File: src/rtl/mem_arb_pkg.sv
// Shared types and default widths for the CPU/SPI RAM port arbiter.
package mem_arb_pkg;

  localparam int unsigned DEF_ADDR_BITS = 16;
  localparam int unsigned DEF_DATA_BITS = 8;

  typedef enum logic [1:0] {
    IDLE   = 2'd0,
    ACCESS = 2'd1,
    DONE   = 2'd2
  } arb_state_t;

  typedef enum logic {
    GNT_CPU = 1'b0,
    GNT_SPI = 1'b1
  } arb_grant_t;

endpackage

File: src/rtl/mem_arb_req_latch.sv
// Single-entry request holder: pending flag, payload capture, dropped-request flag.
module mem_arb_req_latch
  import mem_arb_pkg::*;
#(
  parameter int unsigned ADDR_BITS     = DEF_ADDR_BITS,
  parameter int unsigned DATA_BITS     = DEF_DATA_BITS,
  parameter bit          TRACK_OVERRUN = 1'b1
) (
  input  logic                 clk,
  input  logic                 reset_n,
  input  logic                 i_req,
  input  logic                 i_we,
  input  logic [ADDR_BITS-1:0] i_addr,
  input  logic [DATA_BITS-1:0] i_wdata,
  input  logic                 i_clr,
  output logic                 o_pending,
  output logic                 o_we,
  output logic [ADDR_BITS-1:0] o_addr,
  output logic [DATA_BITS-1:0] o_wdata,
  output logic                 o_overrun
);

  logic                 r_pending;
  logic                 r_we;
  logic [ADDR_BITS-1:0] r_addr;
  logic [DATA_BITS-1:0] r_wdata;
  logic                 r_overrun;
  logic                 w_accept;
  logic                 w_drop;

  // A request landing on the clearing edge replaces the finished one.
  assign w_accept = i_req & (~r_pending | i_clr);
  assign w_drop   = i_req & r_pending & ~i_clr;

  always_ff @(posedge clk or negedge reset_n) begin
    if (!reset_n) begin
      r_pending <= 1'b0;
      r_we      <= 1'b0;
      r_addr    <= '0;
      r_wdata   <= '0;
      r_overrun <= 1'b0;
    end else begin
      if (w_accept) begin
        r_pending <= 1'b1;
        r_we      <= i_we;
        r_addr    <= i_addr;
        r_wdata   <= i_wdata;
      end else if (i_clr) begin
        r_pending <= 1'b0;
      end
      if (TRACK_OVERRUN && w_drop) begin
        r_overrun <= 1'b1;
      end
    end
  end

  assign o_pending = r_pending;
  assign o_we      = r_we;
  assign o_addr    = r_addr;
  assign o_wdata   = r_wdata;
  assign o_overrun = r_overrun;

endmodule

File: src/rtl/mem_port_arbiter.sv
// Per-access round-robin arbiter sharing RAM port A between the Z80 and the SPI loader.
module mem_port_arbiter
  import mem_arb_pkg::*;
#(
  parameter int unsigned ADDR_BITS = DEF_ADDR_BITS,
  parameter int unsigned DATA_BITS = DEF_DATA_BITS
) (
  input  logic                 clk,
  input  logic                 reset_n,
  input  logic                 cpu_req,
  input  logic                 cpu_we,
  input  logic [ADDR_BITS-1:0] cpu_addr,
  input  logic [DATA_BITS-1:0] cpu_wdata,
  output logic [DATA_BITS-1:0] cpu_rdata,
  output logic                 cpu_ack,
  output logic                 cpu_wait_n,
  input  logic                 spi_req,
  input  logic                 spi_we,
  input  logic [ADDR_BITS-1:0] spi_addr,
  input  logic [DATA_BITS-1:0] spi_wdata,
  output logic [DATA_BITS-1:0] spi_rdata,
  output logic                 spi_ack,
  input  logic                 spi_only,
  output logic                 spi_overrun,
  output logic                 ram_we,
  output logic [ADDR_BITS-1:0] ram_addr,
  output logic [DATA_BITS-1:0] ram_din,
  input  logic [DATA_BITS-1:0] ram_dout
);

  arb_state_t           r_state,      w_state_nxt;
  arb_grant_t           r_grant,      w_grant_nxt;
  arb_grant_t           r_last_grant, w_last_nxt;
  arb_grant_t           w_win;
  logic                 r_ram_we,     w_ram_we_nxt;
  logic [ADDR_BITS-1:0] r_ram_addr,   w_ram_addr_nxt;
  logic [DATA_BITS-1:0] r_ram_din,    w_ram_din_nxt;
  logic                 r_cpu_ack,    w_cpu_ack_nxt;
  logic                 r_spi_ack,    w_spi_ack_nxt;
  logic [DATA_BITS-1:0] r_cpu_rdata,  w_cpu_rdata_nxt;
  logic [DATA_BITS-1:0] r_spi_rdata,  w_spi_rdata_nxt;
  logic                 w_cpu_clr,    w_spi_clr;
  logic                 w_cpu_pending, w_cpu_we, w_cpu_overrun;
  logic                 w_spi_pending, w_spi_we, w_spi_overrun;
  logic [ADDR_BITS-1:0] w_cpu_addr,   w_spi_addr;
  logic [DATA_BITS-1:0] w_cpu_wdata,  w_spi_wdata;
  logic                 w_cpu_elig,   w_spi_elig;

  mem_arb_req_latch #(
    .ADDR_BITS(ADDR_BITS), .DATA_BITS(DATA_BITS), .TRACK_OVERRUN(1'b0)
  ) u_cpu_latch (
    .clk(clk), .reset_n(reset_n),
    .i_req(cpu_req), .i_we(cpu_we), .i_addr(cpu_addr), .i_wdata(cpu_wdata),
    .i_clr(w_cpu_clr),
    .o_pending(w_cpu_pending), .o_we(w_cpu_we), .o_addr(w_cpu_addr),
    .o_wdata(w_cpu_wdata), .o_overrun(w_cpu_overrun)
  );

  mem_arb_req_latch #(
    .ADDR_BITS(ADDR_BITS), .DATA_BITS(DATA_BITS), .TRACK_OVERRUN(1'b1)
  ) u_spi_latch (
    .clk(clk), .reset_n(reset_n),
    .i_req(spi_req), .i_we(spi_we), .i_addr(spi_addr), .i_wdata(spi_wdata),
    .i_clr(w_spi_clr),
    .o_pending(w_spi_pending), .o_we(w_spi_we), .o_addr(w_spi_addr),
    .o_wdata(w_spi_wdata), .o_overrun(w_spi_overrun)
  );

  assign w_cpu_elig = w_cpu_pending & ~spi_only;
  assign w_spi_elig = w_spi_pending;

  always_ff @(posedge clk or negedge reset_n) begin
    if (!reset_n) begin
      r_state      <= IDLE;
      r_grant      <= GNT_CPU;
      r_last_grant <= GNT_CPU;
      r_ram_we     <= 1'b0;
      r_ram_addr   <= '0;
      r_ram_din    <= '0;
      r_cpu_ack    <= 1'b0;
      r_spi_ack    <= 1'b0;
      r_cpu_rdata  <= '0;
      r_spi_rdata  <= '0;
    end else begin
      r_state      <= w_state_nxt;
      r_grant      <= w_grant_nxt;
      r_last_grant <= w_last_nxt;
      r_ram_we     <= w_ram_we_nxt;
      r_ram_addr   <= w_ram_addr_nxt;
      r_ram_din    <= w_ram_din_nxt;
      r_cpu_ack    <= w_cpu_ack_nxt;
      r_spi_ack    <= w_spi_ack_nxt;
      r_cpu_rdata  <= w_cpu_rdata_nxt;
      r_spi_rdata  <= w_spi_rdata_nxt;
    end
  end

  // Grant in IDLE, drive the port for ACCESS, collect read data and ack in DONE.
  always_comb begin
    w_state_nxt     = r_state;
    w_grant_nxt     = r_grant;
    w_last_nxt      = r_last_grant;
    w_win           = GNT_CPU;
    w_ram_we_nxt    = 1'b0;
    w_ram_addr_nxt  = r_ram_addr;
    w_ram_din_nxt   = r_ram_din;
    w_cpu_ack_nxt   = 1'b0;
    w_spi_ack_nxt   = 1'b0;
    w_cpu_rdata_nxt = r_cpu_rdata;
    w_spi_rdata_nxt = r_spi_rdata;
    w_cpu_clr       = 1'b0;
    w_spi_clr       = 1'b0;
    case (r_state)
      IDLE: begin
        if (w_cpu_elig || w_spi_elig) begin
          if (w_cpu_elig && w_spi_elig) begin
            w_win = (r_last_grant == GNT_CPU) ? GNT_SPI : GNT_CPU;
          end else begin
            w_win = w_spi_elig ? GNT_SPI : GNT_CPU;
          end
          w_grant_nxt = w_win;
          w_last_nxt  = w_win;
          if (w_win == GNT_SPI) begin
            w_ram_we_nxt   = w_spi_we;
            w_ram_addr_nxt = w_spi_addr;
            w_ram_din_nxt  = w_spi_wdata;
          end else begin
            w_ram_we_nxt   = w_cpu_we;
            w_ram_addr_nxt = w_cpu_addr;
            w_ram_din_nxt  = w_cpu_wdata;
          end
          w_state_nxt = ACCESS;
        end
      end
      ACCESS: begin
        w_state_nxt = DONE;
      end
      DONE: begin
        if (r_grant == GNT_SPI) begin
          w_spi_clr       = 1'b1;
          w_spi_rdata_nxt = ram_dout;
          w_spi_ack_nxt   = 1'b1;
        end else begin
          w_cpu_clr       = 1'b1;
          w_cpu_rdata_nxt = ram_dout;
          w_cpu_ack_nxt   = 1'b1;
        end
        w_state_nxt = IDLE;
      end
      default: begin
        w_state_nxt = IDLE;
      end
    endcase
  end

  assign cpu_wait_n  = ~(cpu_req | w_cpu_pending);
  assign cpu_rdata   = r_cpu_rdata;
  assign cpu_ack     = r_cpu_ack;
  assign spi_rdata   = r_spi_rdata;
  assign spi_ack     = r_spi_ack;
  // The CPU latch is built without drop tracking, so its flag is constant 0.
  assign spi_overrun = w_spi_overrun | w_cpu_overrun;
  assign ram_we      = r_ram_we;
  assign ram_addr    = r_ram_addr;
  assign ram_din     = r_ram_din;

endmodule

File: config.mk
export PLATFORM = sky130hd
export DESIGN_NAME = mem_port_arbiter
export DESIGN_NICKNAME = d
export VERILOG_FILES = /design/src/rtl/mem_arb_pkg.sv /design/src/rtl/mem_arb_req_latch.sv /design/src/rtl/mem_port_arbiter.sv
export SDC_FILE = /design/constraint.sdc
export NUM_CORES = 1
export LEC_CHECK = 0
export BUFFER_PORTS_ARGS = -buffer_cell sky130_fd_sc_hd__buf_2
export CAP_MARGIN = 5
export CORE_MARGIN = 3
export CORE_UTILIZATION = 50
export CTS_BUF_LIST = sky130_fd_sc_hd__clkbuf_4
export CTS_CLUSTER_SIZE = 14
export DETAILED_ROUTE_END_ITERATION = 10
export GPL_ROUTABILITY_DRIVEN = 1
export GPL_TIMING_DRIVEN = 0
export PLACE_DENSITY = 0.82
export SYNTH_ARGS = -nofsm -noshare
export SYNTH_HDL_FRONTEND = slang
export SYNTH_HIERARCHICAL = 1
export SYNTH_SLANG_ARGS = --single-unit
File: constraint.sdc
create_clock -name clk -period 2.9 [get_ports clk]
set_clock_uncertainty 0.15 [all_clocks]
set_input_delay 0.435 -clock clk [delete_from_list [all_inputs] [get_ports clk]]
set_output_delay 0.435 -clock clk [all_outputs]
set_load 0.05 [all_outputs]
### Yosys cells after proc, flatten, opt, wreduce, memory -nomap -nowiden

Cells that the tools add are included.

* multiplexer cells: 19
* equal/unequal tests: 3
* reductions and logical operators: 8
* bitwise operators: 15

Operators with widths (number)
* two-way mux 16 bit: 1
* two-way mux 1 bit: 15
* two-way mux 8 bit: 1
* inverter 1 bit: 6
* AND reduction 2 bit: 3
* AND 1 bit: 5
* OR 1 bit: 4
* one-hot mux 2 bit (2 select lines): 1
* nonzero test 2 bit: 2
* equality test 2 x 1 -> 1 bit (second input constant): 1
* equality test 2 bit (second input constant): 1
* zero test 2 bit: 1
* two-way mux 2 bit: 1
* inequality test 2 bit (second input constant): 1
* logical AND 1 bit: 1
* logical OR 1 bit: 1

* bits of input ports: 63
* output and inout bits: 45
* flip-flop bits (word level): 99
* word-level logic and storage cells: 63

### Depth between registers and ports, before layout

Gate-level depths: netlist (run 1).

* depth after elaboration: 9
* gate-level depth with buffers: 6
* gate-level depth less buffers: 5

### Hierarchy

Netlist (run 1), hierarchy kept.

By module, submodules not included
* mem_port_arbiter: instances 1, cells each 222, area each 2394.8 um^2, sequential area each 1151.1 um^2
* mem_arb_req_latch at u_spi_latch: instances 1, cells each 59, area each 1112.3 um^2, sequential area each 675.6 um^2
* mem_arb_req_latch at u_cpu_latch: instances 1, cells each 58, area each 1091.0 um^2, sequential area each 650.6 um^2

### Worst setup path after synthesis (run 1)

Ideal clock, no wire load.

* kind: flip-flop to flip-flop
* start point: register r_state[0]
* end point: register u_spi_latch.r_addr[0] (netlist: u_spi_latch/o_addr[0])
* arrival time: 1.496 ns
* period minus slack after synthesis: 1.771 ns
* data required time: 2.625 ns
* path buffers: 1
* slack: 1.129 ns
* stages on the path, launching flop included: 7
* library setup time: 0.125 ns
* cell sequence: dfrtp_1 nand3b_1 inv_1 nand2b_4 nand2_4 buf_12 mux2_4

* cells in the longest elaborated chain, start to end: 4

Ends and longest elaborated chain
* from (decl): line mem_port_arbiter.sv:31 `arb_state_t r_state, w_state_nxt;`
* from (signal assigned): line mem_port_arbiter.sv:85 `r_state <= w_state_nxt;`
* equality test 2 bit
* two-way mux 1 bit
* via w_spi_ack_nxt: line mem_port_arbiter.sv:39 `logic r_spi_ack, w_spi_ack_nxt;`
* OR 1 bit: line mem_arb_req_latch.sv:32 `assign w_accept = i_req & (~r_pending | i_clr);`
* AND 1 bit: line mem_arb_req_latch.sv:32
* to (signal assigned): line mem_arb_req_latch.sv:46 `r_addr <= i_addr;`
* to (decl): line mem_arb_req_latch.sv:25 `logic [ADDR_BITS-1:0] r_addr;`

The timed path passes the listed nets, and every way through them passes these cells.
A chain may end at the register's enable or synchronous reset.

### Worst setup path in the final report (run 1)

* start point: register r_state[0]
* end point: register u_spi_latch.r_addr[12] (netlist: u_spi_latch/o_addr[12])

The elaborated chain is that of the path after synthesis.

==> metrics, run 1 <==
later-pin clock latency in the skew report 0.45 ns; switch share 44.03%; PnR worst setup slack 0.8460 ns; CP endpoint kind flip-flop; Leakage 2.696 nW; Final Hold Slack 0.05108 ns; sequential element share of the synthesized area 53.88%; drt via density 5.358; Final Hold Fails 0; Synth cell types 34; Antenna diodes 0; Post-synth ARST share 100.0%; sequential power share 35.0%; Finish-stage setup viols 0; DR WL/cell 17.35 microns; placement row count 34; CTS tree yes; first-pass GRT wire length 16.16 mm; IO Count 108; dpl cells 555; Yosys warning count 8; GPL Wtd Cong 0.7462; initial antenna violation count 0; Req. time, crit path 3.09 ns; Final Cycle Share 70.83%; most common cell in the synthesized netlist dfrtp_1; Clock Sinks 99; cell count after synthesis 339; PwrDens 1296 nW/um^2; Post-Syn Nets 402; final slew viol count 0; post-route core utilization 61.84%; cell taking the most area after synthesis dfrtp_1; Clk pwr share 10.4%; synth-to-layout area growth 18.42%; worst-path cell chain nand3b_1, inv_1, nand2b_4, nand2_4, buf_12, mux2_4; Worst VDD drop 0.6054 mV; Largest stage delay, worst path 0.44 ns; Detailed Routing Iterations Pass 1 4; Peak Freq 486.9 MHz; layout cell share with drive strength beyond 1 48.71%; Place WS 0.8508 ns; max_cap viols 0; overall global routing resource usage 20.19%; most frequent cells after synthesis dfrtp_1 (99), mux2_4 (40), inv_1 (26), mux2_2 (26); critical path fanouts, max 10; Worst EP arrival 2.24 ns; Switch Pwr 3.106 mW; vias in the first global route 3229; max_slew headroom 57.67%; cell area after layout 5445 sq um; Initial Util 52.22%; placed instance area 5299 sq um; FF+latch count, synth 99; Internal 3.948 mW; DR iter-0 viols 118; Setup crit start kind flip-flop; dominant cells by area after synthesis dfrtp_1 (54%), mux2_4 (13%), mux2_2 (6.4%); Total Neg Setup Slack 0 ns; cts bufs inserted 9; die width 101.9 microns; outcome complete, no violations; worst hold path type input pin to flip-flop; setup repair after global routing missed its margin no; Final HPWL DP 7.283 mm; fill count 687; Avg Inst Size Synth 13.56 sq um; Mapped Area 4598 sq um; final std cells w/o fill 572; fin nets 522; final total power 7.055 mW; Yosys top cell area share 53.88%; input/output buffers 107; GRT Residual Overflow 0; Die ar. 10380 sq um; top_reg_cell synth dfrtp_1; Die H 101.9 microns; Core ar. 8806 sq um; Longest Clk Path Bufs 2; clk slew on worst S/H paths 0.15 ns; final WL 9.924 mm; DRC 0; Largest delay share family, worst path simple AND/OR/NAND/NOR gates; Post-synth EDFFs 0; Crit Path Class flip-flop to flip-flop; clock root buffer clkbuf_4; Routed Antenna Nets 0; Slew @ Worst Pin 0.6349 ns; Crit-path slowest cell nand3b_1; largest net degree at the start of global routing 53; crit path buf inv count 2; Gate power share 54.6%; Vias 3065; # H-tree levels 3; Final min period 2.054 ns
-- layout by cell type (no fill, tap or decap), drive strengths merged, types with 3 or more instances in the layout --
cell	synthesis	routed
buf	12	120
o21ai	25	25
inv	28	28
and2	24	24
clkbuf	15	26
a221oi	24	24
nand2	3	3
nand2b	3	3
mux2	66	66
a22oi	24	24
dfrtp	99	99
-- layout make-up --
class / count / area, sq um / area share, %
plain buffers: 27 / 203.9 / 3.745
clock buffers: 11 / 82.58 / 1.517
clock inverters: 5 / 53.80 / 0.9881
inverters: 28 / 105.1 / 1.930
multi-input cells: 185 / 1812 / 33.27
flip-flops and latches: 99 / 2477 / 45.50
well taps: 108 / 135.1 / 2.482
repair buffers: 109 / 575.6 / 10.57
-- logic make-up after synthesis --
| group | count (synthesis) | synth area share [%] |
|---|---|---|
| multiplexers | 66 | 19.43 |
| buffers and inverters | 55 | 6.721 |
| AO/OA/AOI/OAI | 77 | 13.77 |
| flip-flops | 99 | 53.88 |
| other | 1 | 0.08155 |
| AND/OR/NAND/NOR | 41 | 6.122 |
-- metal layers --
layer	track usage, %	up-vias	wire length (microns)
met5	0	-	0
met4	4.238	0	61
met3	5.119	7	420
met2	33.70	72	5008
met1	27.01	1540	4434
li1	-	1446	-
-- power groups by stage --
stage,sequential (mW),clock (mW),combinational [mW]
6_report,2.47,0.731,3.85
5_1_grt,2.55,0.802,4.12
4_1_cts,2.47,0.745,3.88
3_5_place_dp,2.49,0,3.86
3_3_place_gp,2.46,0,3.76
2_1_floorplan,3.43,0,2.06
-- registers in the layout, summed over array words and instances (netlist names), 2 cells and up --
signal / count
cpu_rdata: 8
r_state: 2
ram_addr: 16
ram_din: 8
spi_rdata: 8
u_cpu_latch/o_addr: 16
u_cpu_latch/o_wdata: 8
u_spi_latch/o_addr: 16
u_spi_latch/o_wdata: 8
-- final timing paths --
check | startpoint | endpoint | slack (ns) | cells past startpoint
max in group asynchronous | reset_n | r_state[1] | 1.54 | 3
setup reg to reg | r_state[0] | u_spi_latch/o_addr[12] | 0.85 | 6
hold / removal | cpu_addr[3] | u_cpu_latch/o_addr[3] | 0.05 | 2
hold reg to reg | r_state[1] | r_state[1] | 0.33 | 1
min in group asynchronous | reset_n | u_cpu_latch/o_addr[5] | 0.37 | 2
setup / recovery | r_state[0] | u_spi_latch/o_addr[12] | 0.85 | 6
-- timing repair --
action                                 4_1_cts  5_1_grt
buffers inserted                             0        0
resized for setup                            0        0
endpoints found under the hold margin       47        0
hold buffers                                 1        0
Note: power is estimated with default switching activity, not from simulation.
==> run 2: changes to the inputs <==
Settings changed: ABC_AREA set to 1.
Clock period 2.9 ns to 2 ns, I/O delays scaled along.
==> run 2 against run 1 <==
Largest power group unchanged. Critical endpoint is now u_cpu_latch/o_addr[7]. First-iteration DRC count rose by 140%. Critical path type unchanged. Non-clock buffer count grew 59. Worst setup slack got worse by 0.73 ns. Die area down 3.8%. Register-to-register slack got worse by 0.73 ns.
==> metrics, run 2 <==
DRC 0; Final HPWL DP 7.533 mm; Mapped Area 4414 sq um; input/output buffers 106; layout cell share with drive strength beyond 1 24.47%; reg2reg end u_cpu_latch/o_addr[7]; Setup crit start kind flip-flop; most common cell after layout, fill and taps aside nand2_1; sequential element share of the synthesized area 56.12%; Slew @ Worst Pin 0.6479 ns; Yosys warning count 8; Hold EP u_cpu_latch/o_addr[13]; Worst EP arrival 2.08 ns; DR WL/cell 13.82 microns; Post-Syn Nets 583; top_reg_cell synth dfrtp_1; PwrDens 1629 nW/um^2; R2R depth 10; worst hold path type input pin to flip-flop; Initial Util 52.66%; Leakage 3.302 nW; most frequent cells in the layout nand2_1 (184), buf_2 (111), dfrtp_1 (99); Detailed Routing Iterations Pass 1 5; Post-synth ARST share 100.0%; cell count after synthesis 520; FF+latch count, synth 99; most common cell in the synthesized netlist nand2_1; Die H 99.96 microns; Longest Clk Path Bufs 2; later-pin clock latency in the skew report 0.46 ns; CTS tree yes; fin nets 761; max_cap viols 0; final WL 11.16 mm; Finish-stage setup viols 0; storage element area 2477 sq um; Core ar. 8382 sq um; die width 99.96 microns; synth-to-layout area growth 33.02%; outcome complete, no violations; Worst VDD drop 0.5919 mV; cts bufs inserted 9; Post-synth EDFFs 0; Final min period 1.880 ns; critical path fanouts, max 10; Crit Path Class flip-flop to flip-flop; Critical R2R Launch r_last_grant; Final Hold Fails 0; # H-tree levels 3; clock root buffer clkbuf_4; GRT Residual Overflow 0; R2R Setup Slk 0.12 ns; Peak Freq 532.0 MHz; Avg Inst Size Synth 8.489 sq um; Setup crit start r_last_grant; Routed Antenna Nets 0; Total Neg Setup Slack 0 ns; Synth cell types 21; area of the multi-input gates 1499 sq um; post-route core utilization 70.06%; clk slew on worst S/H paths 0.17 ns; drt via density 4.876; largest net degree at the start of global routing 52; Yosys top cell area share 56.12%; fill count 650; HP Start cpu_req; overall global routing resource usage 23.00%; setup repair after global routing missed its margin no; Clock Sinks 99; Vias 3940; CP endpoint kind flip-flop; most frequent cells after synthesis nand2_1 (184), nand3_1 (100), dfrtp_1 (99); Req. time, crit path 2.20 ns; max_slew headroom 56.80%; hold path depth 4; Die ar. 9992 sq um; Final Cycle Share 93.99%; initial antenna violation count 0; dominant cells by area after synthesis dfrtp_1 (56%), nand2_1 (16%), nand3_1 (11%); IO Count 108; placement row count 33; vias in the first global route 3810; GPL Wtd Cong 0.8433; final slew viol count 0; Setup Buffers After CTS 0; DR iter-0 viols 283; first-pass GRT wire length 18.35 mm; Antenna diodes 0; cell taking the most area after synthesis dfrtp_1
-- run 2: per-stage QoR --
| step | worst slack (ns) | hold WS, ns | instance area [sq um] | power (mW) | instances |
|---|---|---|---|---|---|
| after global routing | 0.02888 | 0.1224 | 5872 | 10.23 | 808 |
| after floorplan | 0.3542 | -0.1456 | 4414 | 7.101 | 520 |
| after CTS | 0.07604 | 0.1174 | 5857 | 9.532 | 808 |
| after global placement | -0.4394 | 0.3036 | 5076 | 8.177 | 731 |
| final | 0.1202 | 0.1302 | 5872 | 9.565 | 808 |
| after detailed placement | 0.009987 | 0.2071 | 5106 | 8.355 | 732 |
-- run 2: area by class of cell --
| cell class | instances | share of cell area [%] |
|---|---|---|
| Buffer | 28 | 3.665 |
| Tap cell | 105 | 2.237 |
| Inverter | 66 | 4.219 |
| Sequential cell | 99 | 42.19 |
| Timing Repair Buffer | 167 | 19.77 |
| Clock inverter | 6 | 1.108 |
| Multi-Input combinational cell | 327 | 25.53 |
| Clock buffer | 10 | 1.279 |
-- run 2: worst max-delay path, stage by stage (launching register included) --
cell     delay, ns
dfrtp_1       0.48
inv_1         0.13
nand3_4       0.12
buf_2         0.21
inv_1         0.12
inv_2         0.06
nand2_4       0.14
nand2_8       0.10
buf_6         0.16
nand2_1       0.07
nand2_1       0.05
-- run 2: how the worst max path moves through the flow --
| stage | end | slack, ns | cells after the start |
|---|---|---|---|
| floorplan | u_cpu_latch/o_addr[0] | 0.35 | 10 |
| global placement | u_spi_latch/o_addr[1] | -0.44 | 1 |
| detailed placement | u_cpu_latch/o_addr[3] | 0.01 | 10 |
| CTS | u_cpu_latch/o_addr[7] | 0.08 | 10 |
| global route | u_cpu_latch/o_addr[4] | 0.03 | 10 |
| finish | u_cpu_latch/o_addr[7] | 0.12 | 10 |
-- run 2: kinds of logic (layout without fill, tap and decap cells) --
kind of cell           after synthesis  count (layout)  share of synthesized area [%]
other                                1               1                        0.08495
AND/OR/NAND/NOR                    305             305                          30.61
AO/OA/AOI/OAI                       21              21                          2.693
buffers and inverters               94             277                          10.49
flip-flops                          99              99                          56.12
-- run 2: power breakdown --
group	internal (mW)	switching [mW]	total (mW)
sequential	2.93	0.569	3.50
combinational	1.48	3.50	4.98
clock	0.399	0.683	1.08
total	4.82	4.75	9.56
-- run 2: timing repair --
| item | CTS | global route |
|---|---|---|
| cloned | 0 | 0 |
| hold endpoints to repair | 115 | 0 |
| gates resized for setup | 2 | 3 |
| endpoints found under the setup margin | 15 | 39 |
| hold buffers | 60 | 0 |
-- run 2: metal layers --
layer	share of wire, %	track usage, %
met1	46	32.45
met2	47	36.43
met3	5.5	3.405
met4	2.0	8.193
met5	0	0
==> run 3: changes to the inputs <==
Settings changed: CORE_ASPECT_RATIO set to 0.75, GPL_TIMING_DRIVEN 0 to 1.
==> run 3 against run 2 <==
Design area decreased by 2.8%. Critical path depth is 8 lower. Power decreased by 3.0%. Wire length rose by 0.33%. Global-route usage grew 0.83 points.
==> metrics, run 3 (same netlist as run 2, synthesis figures left out) <==
synth-to-layout area growth 29.25%; Crit Path Class flip-flop to output port; Req. time, crit path 1.55 ns; DR iter-0 viols 343; PnR worst setup slack 0.2188 ns; Place WS 0.2892 ns; CP endpoint kind output port; largest net degree at the start of global routing 42; Setup crit start kind flip-flop; DRC 0; drt via density 4.994; Internal 4.660 mW; Worst VDD drop 1.295 mV; Longest Clk Path Bufs 2; Vias 3950; Switch Pwr 4.621 mW; initial antenna violation count 0; Worst EP arrival 1.33 ns; Clock Sinks 99; later-pin clock latency in the skew report 0.44 ns; switch share 49.79%; Top Usage Layer GRT met2; vias in the first global route 3780; worst hold path type input pin to flip-flop; Slew @ Worst Pin 0.5518 ns; Antenna diodes 0; most frequent cells in the layout nand2_1 (184), buf_2 (106), nand3_1 (100); Detailed Routing Iterations Pass 1 5; clock root buffer clkbuf_4; sequential power share 37.7%; cell area after layout 5705 sq um; critical path fanouts, max 2; fin nets 742; Initial Util 51.77%; PwrDens 1627 nW/um^2; final WL 11.20 mm; # H-tree levels 3; Final Hold Slack 0.1175 ns; Post-CTS Resized 0; Peak Freq 561.4 MHz; met1 Resource Use GR 32.78%; Setup Buffers After CTS 0; placement row count 29; GRT Residual Overflow 0; Die H 87.37 microns; max_slew headroom 63.21%; Total Neg Setup Slack 0 ns; die width 114.5 microns; Die ar. 10000 sq um; setup repair after global routing missed its margin no; final slew viol count 0; GPL Wtd Cong 0.8122; Final Cycle Share 89.06%; grt met2 use 38.03%; Final Hold Fails 0; CTS tree yes; Clk pwr share 10.9%; Leakage 3.212 nW; final total power 9.280 mW; outcome complete, no violations; GRT met3 Usage 6.181%; overall global routing resource usage 23.83%; cts bufs inserted 9; Post-CTS Hold Buffers 59; DR WL/cell 14.16 microns; Routed Antenna Nets 0; max_cap viols 0; placed instance area 4985 sq um; clk slew on worst S/H paths 0.15 ns; layout cell share with drive strength beyond 1 22.55%; most common cell after layout, fill and taps aside nand2_1; Core ar. 8527 sq um; Final HPWL DP 7.354 mm; input/output buffers 107; Finish-stage setup viols 0; Gate power share 51.4%; IO Count 108; Final min period 1.781 ns; first-pass GRT wire length 18.74 mm
[run 3: power by group through the flow]
stage	registers (mW)	clock network, mW	logic (mW)
2_1_floorplan	4.80	0	2.30
3_3_place_gp	3.49	0	4.53
3_5_place_dp	3.52	0	4.68
4_1_cts	3.48	1.04	4.77
5_1_grt	3.60	1.14	5.27
6_report	3.50	1.01	4.77
[run 3: final timing paths]
kind,to,cells past startpoint,startpoint,slack (ns)
worst max register to register,u_spi_latch/o_wdata[3],8,r_state[0],0.27
worst max-delay path,spi_overrun,2,u_spi_latch/o_overrun,0.22
worst min-delay path,u_cpu_latch/o_addr[10],3,cpu_req,0.12
worst min register to register,r_state[1],1,r_state[1],0.34
max in group asynchronous,u_spi_latch/o_addr[7],3,reset_n,0.87
min in group asynchronous,spi_rdata[0],2,reset_n,0.22
[run 3: worst max-delay path, cell delays in order, from the launching register on]
cell,delay [ns]
dfrtp_1,0.40
or2_2,0.27
buf_2,0.21
[run 3: cell type report]
type | count | area [sq um]
clock buffer | 10 | 75.07
clock inverter | 5 | 55.05
fill | 650 | 2821
inverter | 66 | 247.7
multi-input combinational | 327 | 1474
sequential | 99 | 2477
tap | 108 | 135.1
timing repair buffer | 176 | 1241
[run 3: layer usage]
layer / vias up / share of wire [%] / wire (microns)
met5: - / 0 / 0
met4: 0 / 1.5 / 170
met3: 20 / 7.0 / 787
met2: 163 / 47 / 5279
met1: 1844 / 44 / 4963
li1: 1923 / - / -
[run 3: through the flow]
stage,utilization (%),cells
6_report,66.91,791
5_1_grt,66.91,791
3_3_place_gp,58.46,717
4_1_cts,66.91,791
2_1_floorplan,-,520
3_5_place_dp,58.46,717
